$ cat src/rtl/bbus_skid_mux.sv
// -----------------------------------------------------------------------------
// bbus_skid_mux
//   Registered B-bus source multiplexer. Selects one of NUM_SRC register
//   sources and zero-extends narrow sources. The selected word is held in an
//   output register backed by a one-word skid register, so that producer and
//   consumer can stall independently without losing throughput.
//
// Ports
//   clk, rst_n   : rising-edge clock, asynchronous active-low reset
//   src_data     : packed sources, source k at [k*DATA_W-1 : (k-1)*DATA_W]
//   sel          : select code (0 = zero bus, >NUM_SRC = illegal, reads 0)
//   sel_valid    : select request valid
//   sel_ready    : block can accept a select (registered-state decode only)
//   bus_data     : registered B-bus value
//   bus_src      : raw select code that produced bus_data
//   bus_valid    : bus_data / bus_src valid
//   bus_ready    : consumer takes the current word
//   err_sel      : sticky flag, set by an accepted illegal select
//   err_clr      : clears err_sel (an illegal accept in the same cycle wins)
//
// Handshake: a transfer happens on a rising edge where valid && ready are
// both high on that side (accept = sel_valid && sel_ready, pop = bus_valid &&
// bus_ready). Valid never depends on ready; once bus_valid is high,
// bus_data/bus_src hold until the word is popped.
// -----------------------------------------------------------------------------
module bbus_skid_mux #(
   parameter int                 DATA_W      = 16,
   parameter int                 NUM_SRC     = 9,
   parameter int                 SEL_W       = 4,
   parameter int                 NARROW_W    = 8,
   parameter logic [NUM_SRC-1:0] NARROW_MASK = 9'b000000111
) (
   input  logic                      clk,
   input  logic                      rst_n,
   input  logic [NUM_SRC*DATA_W-1:0] src_data,
   input  logic [SEL_W-1:0]          sel,
   input  logic                      sel_valid,
   output logic                      sel_ready,
   output logic [DATA_W-1:0]         bus_data,
   output logic [SEL_W-1:0]          bus_src,
   output logic                      bus_valid,
   input  logic                      bus_ready,
   output logic                      err_sel,
   input  logic                      err_clr
);

   typedef enum logic [1:0] {
      S_EMPTY = 2'd0,
      S_ONE   = 2'd1,
      S_TWO   = 2'd2
   } state_t;

   localparam logic [DATA_W-1:0] NARROW_KEEP = DATA_W'({NARROW_W{1'b1}});

   state_t              state;
   state_t              state_d;
   logic [DATA_W-1:0]   out_data;
   logic [SEL_W-1:0]    out_src;
   logic                out_valid;
   logic [DATA_W-1:0]   skid_data;
   logic [SEL_W-1:0]    skid_src;
   logic                err_q;
   logic                err_d;

   logic [DATA_W-1:0]   cap_data;
   logic                sel_illegal;
   logic                accept;
   logic                pop;
   logic                load_out_new;
   logic                load_out_skid;
   logic                load_skid;

   // Source selection. Codes 0 and >NUM_SRC match no source and read as 0.
   always_comb begin
      cap_data = '0;
      for (int k = 1; k <= NUM_SRC; k++) begin
         if (sel == SEL_W'(k)) begin
            cap_data = src_data[k*DATA_W-1 -: DATA_W];
            if (NARROW_MASK[k-1]) begin
               cap_data = cap_data & NARROW_KEEP;
            end
         end
      end
   end

   assign sel_illegal = (sel > SEL_W'(NUM_SRC));

   // sel_ready decodes registered state only: no path from bus_ready.
   assign sel_ready = (state != S_TWO);
   assign accept    = sel_valid && sel_ready;
   assign pop       = out_valid && bus_ready;

   // Occupancy FSM: next state and register load enables.
   always_comb begin
      state_d       = state;
      load_out_new  = 1'b0;
      load_out_skid = 1'b0;
      load_skid     = 1'b0;
      unique case (state)
         S_EMPTY: begin
            if (accept) begin
               load_out_new = 1'b1;
               state_d      = S_ONE;
            end
         end
         S_ONE: begin
            if (accept && pop) begin
               load_out_new = 1'b1;
            end else if (accept) begin
               load_skid = 1'b1;
               state_d   = S_TWO;
            end else if (pop) begin
               state_d = S_EMPTY;
            end
         end
         S_TWO: begin
            if (pop) begin
               load_out_skid = 1'b1;
               state_d       = S_ONE;
            end
         end
         default: begin
            state_d = S_EMPTY;
         end
      endcase
   end

   // Set has priority over clear so an illegal accept is never lost.
   always_comb begin
      err_d = err_q;
      if (accept && sel_illegal) begin
         err_d = 1'b1;
      end else if (err_clr) begin
         err_d = 1'b0;
      end
   end

   always_ff @(posedge clk or negedge rst_n) begin
      if (!rst_n) begin
         state     <= S_EMPTY;
         out_data  <= '0;
         out_src   <= '0;
         out_valid <= 1'b0;
         skid_data <= '0;
         skid_src  <= '0;
         err_q     <= 1'b0;
      end else begin
         state     <= state_d;
         // Kept as its own flop so bus_valid comes straight from a register.
         out_valid <= (state_d != S_EMPTY);
         err_q     <= err_d;
         if (load_out_new) begin
            out_data <= cap_data;
            out_src  <= sel;
         end else if (load_out_skid) begin
            out_data <= skid_data;
            out_src  <= skid_src;
         end
         if (load_skid) begin
            skid_data <= cap_data;
            skid_src  <= sel;
         end
      end
   end

   assign bus_data  = out_data;
   assign bus_src   = out_src;
   assign bus_valid = out_valid;
   assign err_sel   = err_q;

endmodule

$ cat config.mk
export PLATFORM = sky130hd
export DESIGN_NAME = bbus_skid_mux
export DESIGN_NICKNAME = d
export VERILOG_FILES = /design/src/rtl/bbus_skid_mux.sv
export SDC_FILE = /design/constraint.sdc
export NUM_CORES = 1
export LEC_CHECK = 0
export ABC_AREA = 1
export BUFFER_PORTS_ARGS = -buffer_cell sky130_fd_sc_hd__buf_2
export CAP_MARGIN = 25
export CORE_ASPECT_RATIO = 1.2
export CORE_MARGIN = 2
export CORE_UTILIZATION = 48
export CTS_BUF_LIST = sky130_fd_sc_hd__clkbuf_16
export CTS_CLUSTER_SIZE = 30
export DETAILED_ROUTE_END_ITERATION = 10
export PLACE_DENSITY = 0.94
export SYNTH_ARGS = -nofsm -noshare
export SYNTH_HDL_FRONTEND = slang
export SYNTH_SLANG_ARGS = --single-unit
export TNS_END_PERCENT = 50
$ cat constraint.sdc
create_clock -name clk -period 4.2 [get_ports clk]
set_clock_uncertainty 0.2 [all_clocks]
set_input_delay 0.84 -clock clk [delete_from_list [all_inputs] [get_ports clk]]
set_output_delay 0.84 -clock clk [all_outputs]
set_load 0.05 [all_outputs]
Yosys cells after proc, flatten, opt, wreduce, memory -nomap -nowiden. Index checks and enable logic that the tools add are counted.

Output and inout bits: 23. Register bits: 44. Bits of input ports: 153.

$lt $le $gt $ge: 1. Mux-type cells: 28. Equality and inequality tests: 12. Reduce and logical (&&, ||, !) cells: 8.

Operator list (number): 16-bit two-way mux (8); 8-bit two-way mux (3); 4-bit by 3-bit equality test with 1-bit output, second input constant (4); 2-bit two-way mux (5); 4-bit by 2-bit equality test with 1-bit output, second input constant (2); 4-bit equality test, second input constant (2); 1-bit two-way mux (8); 4-bit two-way mux (2); 2-bit one-hot mux with 3 select lines (1); 2-bit nonzero test (3); 4-bit by 1-bit equality test with 1-bit output, second input constant (1); 4-bit > comparator, second input constant (1); 1-bit logical AND (4); 2-bit by 1-bit equality test with 1-bit output, second input constant (1); 2-bit equality test, second input constant (1); 2-bit logical NOT (1); 2-bit != test, second input constant (1); 1-bit one-hot mux with 2 select lines (1).

Logic depth before layout (Yosys ltp). Gate-level depths: netlist (run 1).

Depth after elaboration: 11. Gate-level depth with buffers: 12. Gate-level depth less buffers: 11.

Worst setup path after synthesis (run 1). Ideal clock, no wire load.

Path type: in2reg. Start point: in sel[0]. End point: reg out_data[1] (netlist: bus_data[1]). Arrival time: 1.893 ns. Setup time: 0.113 ns. Buffers on the path: 2. Slack: 1.995 ns. Cell stages on the path: 9. Cell sequence: buf_6 > nor2_1 > nand3_2 > buf_2 > or2_2 > nand2_1 > nand3_1 > nand2_1 > inv_1.

Cells in the longest elaborated chain, start to end: 11. Elaborated cells on any way between the ends: 19. Those cells by class: eq/ne (9); mux (10).

RTL lines: from (decl) (RTL line 36) `input logic [SEL_W-1:0] sel,`; 4-bit by 1-bit equality test with 1-bit output (RTL line 77) `if (sel == SEL_W'(k)) begin`; 8-bit two-way mux (3 in series) (RTL line 77); 16-bit two-way mux (5 in series) (RTL line 77); 16-bit two-way mux (*) (RTL line 77); 16-bit two-way mux (*) (RTL line 152) `if (load_out_new) begin`; to (signal assigned) (RTL line 153) `out_data <= cap_data;`; to (signal assigned) (RTL line 156) `out_data <= skid_data;`; to (decl) (RTL line 57) `logic [DATA_W-1:0] out_data;`.

Mark *: on every way between the ends. The rest lies on a longest branch, timed or not. A chain may end at the register's enable or synchronous reset.

Worst setup path in the final report (run 1).
Start point: in bus_ready. End point: reg out_valid (netlist: bus_valid).

Cells in the longest elaborated chain, start to end: 6. Elaborated cells on any way between the ends: 8. Those cells by class: mux (5); reduce/logical (3).

RTL lines: from (decl) (RTL line 42) `input logic bus_ready,`; 1-bit logical AND (*) (RTL line 91) `assign pop = out_valid && bus_ready;`; 2-bit two-way mux (RTL line 112) `end else if (pop) begin`; 2-bit two-way mux (RTL line 109) `end else if (accept) begin`; 2-bit two-way mux (RTL line 107) `if (accept && pop) begin`; 2-bit one-hot mux with 3 select lines (*) (RTL line 99) `unique case (state)`; net state_d[0] (RTL line 56) `state_t state_d;`; 2-bit nonzero test (*) (RTL line 150) `out_valid <= (state_d != S_EMPTY);`; to (signal assigned) (RTL line 150); to (decl) (RTL line 59) `logic out_valid;`.

Mark *: on every way through the listed nets, which the timed path passes. The rest lies on a longest branch.

==> flow_summary.json, run 1 <==
{
  "wire_per_inst_um": 15.1,
  "core_sq_um": 6010,
  "gp_congestion": 0.884,
  "cts-hold-fix-buffers": 0,
  "ys_warn_count": 0,
  "rsz0062_at_grt": "no",
  "power.share.switching_pct": 47.0,
  "pwr-share-clk_pct": 19.5,
  "cp-start-kind": "primary input",
  "leakagePower_nw": 2.20,
  "grt_pass1_wl_mm": 16.1,
  "powerDensity_nw_per_um2": 584,
  "grt-ovfl-total": 0,
  "track_usage_pct": 29.3,
  "cp.required_ps": 4170,
  "synth-edff-count": 0,
  "portBuffers": 151,
  "intPower_mw": 1.22,
  "hold_viol_final": 0,
  "ctsLongestPathBuffers": 2,
  "netlist_area_sq_um": 2990,
  "outcome": "finished clean",
  "setup_violations": 0,
  "hp-class": "in2async",
  "yosysUniqueCellTypes": 33,
  "p_sw_mw": 1.08,
  "synth_seq_cells": 44,
  "fmax_ghz": 0.381,
  "io-pin-count": 176,
  "async_flop_share_pct": 100,
  "clkSinkCount": 44,
  "grt_pass1_vias": 3437,
  "cpLargestDelayFamily": "buffers and inverters",
  "cts-root-buf": "clkbuf_16",
  "clk_pin_slew_ps": 60,
  "placed_cell_area_sq_um": 3750,
  "diodes": 0,
  "crit_top_cell": "nand2_1",
  "grt_max_degree": 45,
  "relSlewSlack_pct": 50.0,
  "layout_common_cells": "nand2_1, buf_2, nor2_1",
  "slowest_stage": "inv_1",
  "yosysSeqAreaShare_pct": 36.9,
  "fin_ws_ps": 1580,
  "final_common_cell": "nand2_1",
  "layout-drive-gt1-share_pct": 32.4,
  "critPathCaptureType": "flop",
  "initial_core_util_pct": 49.7,
  "num_vias": 3617,
  "slowest_delay_ps": 400,
  "syn_inst": 450,
  "clock_latency_ps": 290,
  "seqPwrFrac_pct": 32.1,
  "drv_slew": 0,
  "syn2layout_area_growth_pct": 32.0,
  "cp_num_buf_inv": 4,
  "stdcell_area_sq_um": 3940,
  "p_comb_share_pct": 48.3,
  "num_rows": 31,
  "syn_avg_cell_area_sq_um": 6.64,
  "critPathKind": "in2reg",
  "finalCriticalPeriod_ps": 2620,
  "dieHeight_um": 90.4,
  "vdd_drop_max_mv": 0.348,
  "synth_ff_type": "dfrtp_1",
  "finalWirelength_mm": 10.2,
  "cts_buffers": 5,
  "place_ws_ps": 1310,
  "tns_ps": 0,
  "cts_max_level": 2,
  "fp.dieArea_sq_um": 6870,
  "critPathMaxFanout": 26,
  "syn_nets": 603,
  "cap_violations": 0,
  "p_total_mw": 2.30,
  "nets": 748,
  "die_w_um": 76.0,
  "antenna_found_initial": 0,
  "worstMarginPinSlew_ps": 749,
  "arrival_ps": 2590,
  "post-cts-setup-buffers": 0,
  "drt-pass1-iter-count": 5,
  "drc": 0,
  "cts_resized": 0,
  "fin_crit_sh_pct": 62.5,
  "dp_hpwl_mm": 7.76,
  "viasPerCell": 5.33,
  "initialDrtViolationCount": 258,
  "cp_cell_sequence": "buf_2, nand2_1, nand2_1, inv_1, nor2_1, inv_1, nand2_1, inv_2, o31ai_1, or2_2",
  "cts_tree": "yes",
  "ant_nets": 0
}
[metal layers]
| layer | global-route usage [%] | part of all wire (%) |
|---|---|---|
| met5 | 0 | 0 |
| met4 | 9.39 | 2.3 |
| met3 | 5.10 | 8.9 |
| met2 | 52.8 | 51 |
| met1 | 35.4 | 38 |
[stage by stage]
stage	instances	utilization, %	hold WS [ps]
finish	678	65.6	167
detailed placement	669	62.4	269
global placement	669	62.4	263
CTS	677	65.2	283
global route	678	65.6	170
floorplan	450	-	249
[worst paths after layout]
path	depth (start not counted)	endpoint	slack, ps	from
setup / recovery	10	bus_valid	1580	bus_ready
hold / removal	1	bus_data[4]	170	rst_n
setup reg to reg	9	bus_valid	1840	bus_valid
hold reg to reg	2	bus_data[13]	290	bus_data[13]
max in group asynchronous	2	bus_data[0]	3200	rst_n
min in group clk	2	bus_data[13]	290	bus_data[13]
[kinds of logic (layout without fill, tap and decap cells)]
logic type	after synthesis	after routing	synth area share, %
and+or+nand+nor	299	299	43.9
buffers and inverters	65	211	9.97
DFF	44	44	36.9
AOI/OAI and AO/OA	42	42	9.26
[final cells by class]
cell class                 instances  area (sq um)
timing repair buffer             154           791
sequential                        44          1100
fill                             533          2070
multi-input combinational        341          1590
clock inverter                     3          46.3
clock buffer                       5           125
inverter                          49           186
tap                               82           103
[worst register-to-register path: cells and delay by family, from the launching register on]
kind	cells	cell delay (ps)
flops	1	370
buf+inv	3	840
simple gates	5	660
compound gates	1	170
[synthesized netlist by cell type (2+ instances only)]
master    instances  share of area [%]
nand2_1         165                 21
nor2_1           52                6.5
nand3_1          49                8.2
dfrtp_1          44                 37
inv_1            41                5.2
o21ai_0          13                2.2
nand4_1          11                2.3
a21oi_1           6                1.0
a41oi_1           6                1.8
inv_2             6               0.75
nand2_2           6                1.3
or2_2             6                1.3
buf_2             5               0.84
clkbuf_1          5               0.63
buf_6             4                1.5
o21ai_1           4               0.67
o221ai_1          4                1.2
nor2_4            3                1.1
a31oi_1           2               0.42
a32o_1            2               0.67
nand3_2           2               0.67
nor3b_2           2               0.84
o21ai_2           2               0.59
[power by group through the flow]
stage	logic, mW	clock network (mW)	registers (mW)
finish	1.11	0.450	0.739
global route	1.20	0.474	0.758
detailed placement	1.10	0	0.742
global placement	1.07	0	0.730
CTS	1.11	0.451	0.737
floorplan	0.453	0	1.07
[sequential cells by signal (all words and copies together), names as in the netlist]
| signal | flops |
|---|---|
| state | 2 |
| err_sel | 1 |
| bus_src | 4 |
| bus_data | 16 |
| skid_src | 4 |
| skid_data | 16 |
| bus_valid | 1 |
Note: power is estimated with default switching activity, not from simulation.
==> run 2, diff against run 1 <==
ABC_AREA = 0   (was 1)
CORE_UTILIZATION = 41   (was 48)
PLACE_DENSITY = 0.85   (was 0.94)
clock period = 2.25 ns   (was 4.2 ns; I/O delays follow)
==> flow_summary.json, run 2 <==
{
  "die_w_um": 83.4,
  "grt-ovfl-total": 0,
  "layout_common_cells": "buf_2, dfrtp_1, mux2i_1",
  "synth_top_area_share_pct": 35.5,
  "outcome": "finished clean",
  "arrival_ps": 1880,
  "grt_pass1_wl_mm": 15.8,
  "finalCriticalPeriod_ps": 1900,
  "vdd_drop_max_mv": 0.534,
  "power.share.switching_pct": 44.5,
  "fp.dieArea_sq_um": 8280,
  "pwr-share-clk_pct": 18.6,
  "clock_latency_ps": 280,
  "viasPerCell": 5.73,
  "intPower_mw": 2.41,
  "top_usage_layer": "met2",
  "antenna_found_initial": 0,
  "synth-edff-count": 0,
  "nets": 637,
  "leakagePower_nw": 2.11,
  "final_common_cell": "buf_2",
  "layout-drive-gt1-share_pct": 42.1,
  "critPathKind": "reg2reg",
  "crit_start": "state[1]",
  "initialDrtViolationCount": 226,
  "drt-pass1-iter-count": 4,
  "cts-hold-fix-buffers": 0,
  "synthTopCellsByArea": "dfrtp_1, mux2i_1, mux2_2",
  "cp.required_ps": 2230,
  "io-pin-count": 176,
  "dieHeight_um": 99.3,
  "powerDensity_nw_per_um2": 1050,
  "cts_resized": 0,
  "core_sq_um": 7270,
  "hp-class": "in2async",
  "syn_avg_cell_area_sq_um": 9.24,
  "gp_congestion": 0.942,
  "synth_most_common_cell": "dfrtp_1",
  "yosysSeqAreaShare_pct": 35.5,
  "clk_pin_slew_ps": 60,
  "synth_ff_type": "dfrtp_1",
  "fmax_ghz": 0.526,
  "yosysTopAreaCell": "dfrtp_1",
  "setup_violations": 0,
  "num_rows": 34,
  "yosysUniqueCellTypes": 45,
  "ctsLongestPathBuffers": 2,
  "cts-root-buf": "clkbuf_16",
  "fin_crit_sh_pct": 84.4,
  "syn2layout_area_growth_pct": 33.4,
  "cts_max_level": 2,
  "cts_buffers": 5,
  "cap_violations": 0,
  "synth_seq_cells": 44,
  "whs_ps": 31.6,
  "relSlewSlack_pct": 63.7,
  "critPathMaxFanout": 7,
  "diodes": 0,
  "seqPwrFrac_pct": 31.6,
  "ant_nets": 0,
  "syn_inst": 336,
  "syn_nets": 489,
  "num_vias": 3296,
  "cts_tree": "yes",
  "worstMarginPinSlew_ps": 544,
  "grt_util_met1_pct": 29.2,
  "critPathCaptureType": "flop",
  "cp-start-kind": "flop",
  "p_comb_share_pct": 49.8,
  "final_util_pct": 56.9,
  "grt_pass1_vias": 3285,
  "drv_slew": 0,
  "tns_ps": 0,
  "async_flop_share_pct": 100,
  "dp_hpwl_mm": 7.47,
  "reg2reg_slack_ps": 350,
  "gr-usage-met2_pct": 41.6,
  "wire_per_inst_um": 16.9,
  "met3_usage_pct": 3.49,
  "finalWirelength_mm": 9.72,
  "post-cts-setup-buffers": 0,
  "hold_viol_final": 0,
  "drc": 0,
  "netlist_area_sq_um": 3100,
  "portBuffers": 151,
  "r2r-start": "state[1]",
  "grt_max_degree": 45,
  "rsz0062_at_grt": "no",
  "p_sw_mw": 1.93,
  "ys_warn_count": 0,
  "clkSinkCount": 44,
  "track_usage_pct": 23.4,
  "synth_top_cells_by_count": "dfrtp_1, mux2i_1, nand2_1, nor2_1",
  "initial_core_util_pct": 42.7
}
## run 2: through the flow
stage / total power, mW / instance area, sq um / std cells / setup slack (ps)
floorplan: 2.89 / 3100 / 336 / 353
global placement: 3.43 / 3980 / 567 / 244
detailed placement: 3.51 / 3980 / 567 / 171
CTS: 4.34 / 4140 / 575 / 367
global route: 4.59 / 4140 / 575 / 207
finish: 4.34 / 4140 / 575 / 350
## run 2: worst paths after layout
check | endpoint | cells past startpoint
setup / recovery | bus_data[2] | 4
hold / removal | bus_data[1] | 2
setup reg to reg | bus_data[2] | 4
hold reg to reg | skid_data[11] | 2
max in group asynchronous | skid_data[9] | 2
min in group clk | err_sel | 2
## run 2: cells by family (layout without fill, tap and decap cells)
family          count (synthesis)  after routing  share of synthesized area [%]
compound gates                116            116                           25.4
simple gates                   86             86                           13.4
mux                            58             58                           20.0
flops                          44             44                           35.5
buf+inv                        32            181                           5.77
## run 2: final cells by class
| cell class | count | area (sq um) |
|---|---|---|
| fillers | 635 | 3130 |
| well taps | 90 | 113 |
| clock inverters | 3 | 38.8 |
| flip-flops and latches | 44 | 1100 |
| clock buffers | 5 | 125 |
| multi-input cells | 260 | 1820 |
| inverters | 5 | 18.8 |
| repair buffers | 168 | 921 |
## run 2: layer usage
| layer | vias up | share of wire, % |
|---|---|---|
| met5 | - | 0 |
| met4 | 0 | 2.6 |
| met3 | 23 | 4.8 |
| met2 | 136 | 52 |
| met1 | 1575 | 41 |
| li1 | 1562 | - |
## run 2: power groups by stage
| stage | clock network [mW] | registers (mW) | logic (mW) |
|---|---|---|---|
| 4_1_cts | 0.805 | 1.37 | 2.16 |
| 6_report | 0.806 | 1.37 | 2.16 |
| 3_3_place_gp | 0 | 1.35 | 2.08 |
| 5_1_grt | 0.837 | 1.42 | 2.33 |
| 2_1_floorplan | 0 | 1.98 | 0.918 |
| 3_5_place_dp | 0 | 1.38 | 2.13 |
## run 2: critical path, stage by stage (launching register included)
cell,delay [ps]
dfrtp_1,430
nor2b_1,410
and2_1,260
nand2_1,210
o31ai_1,280
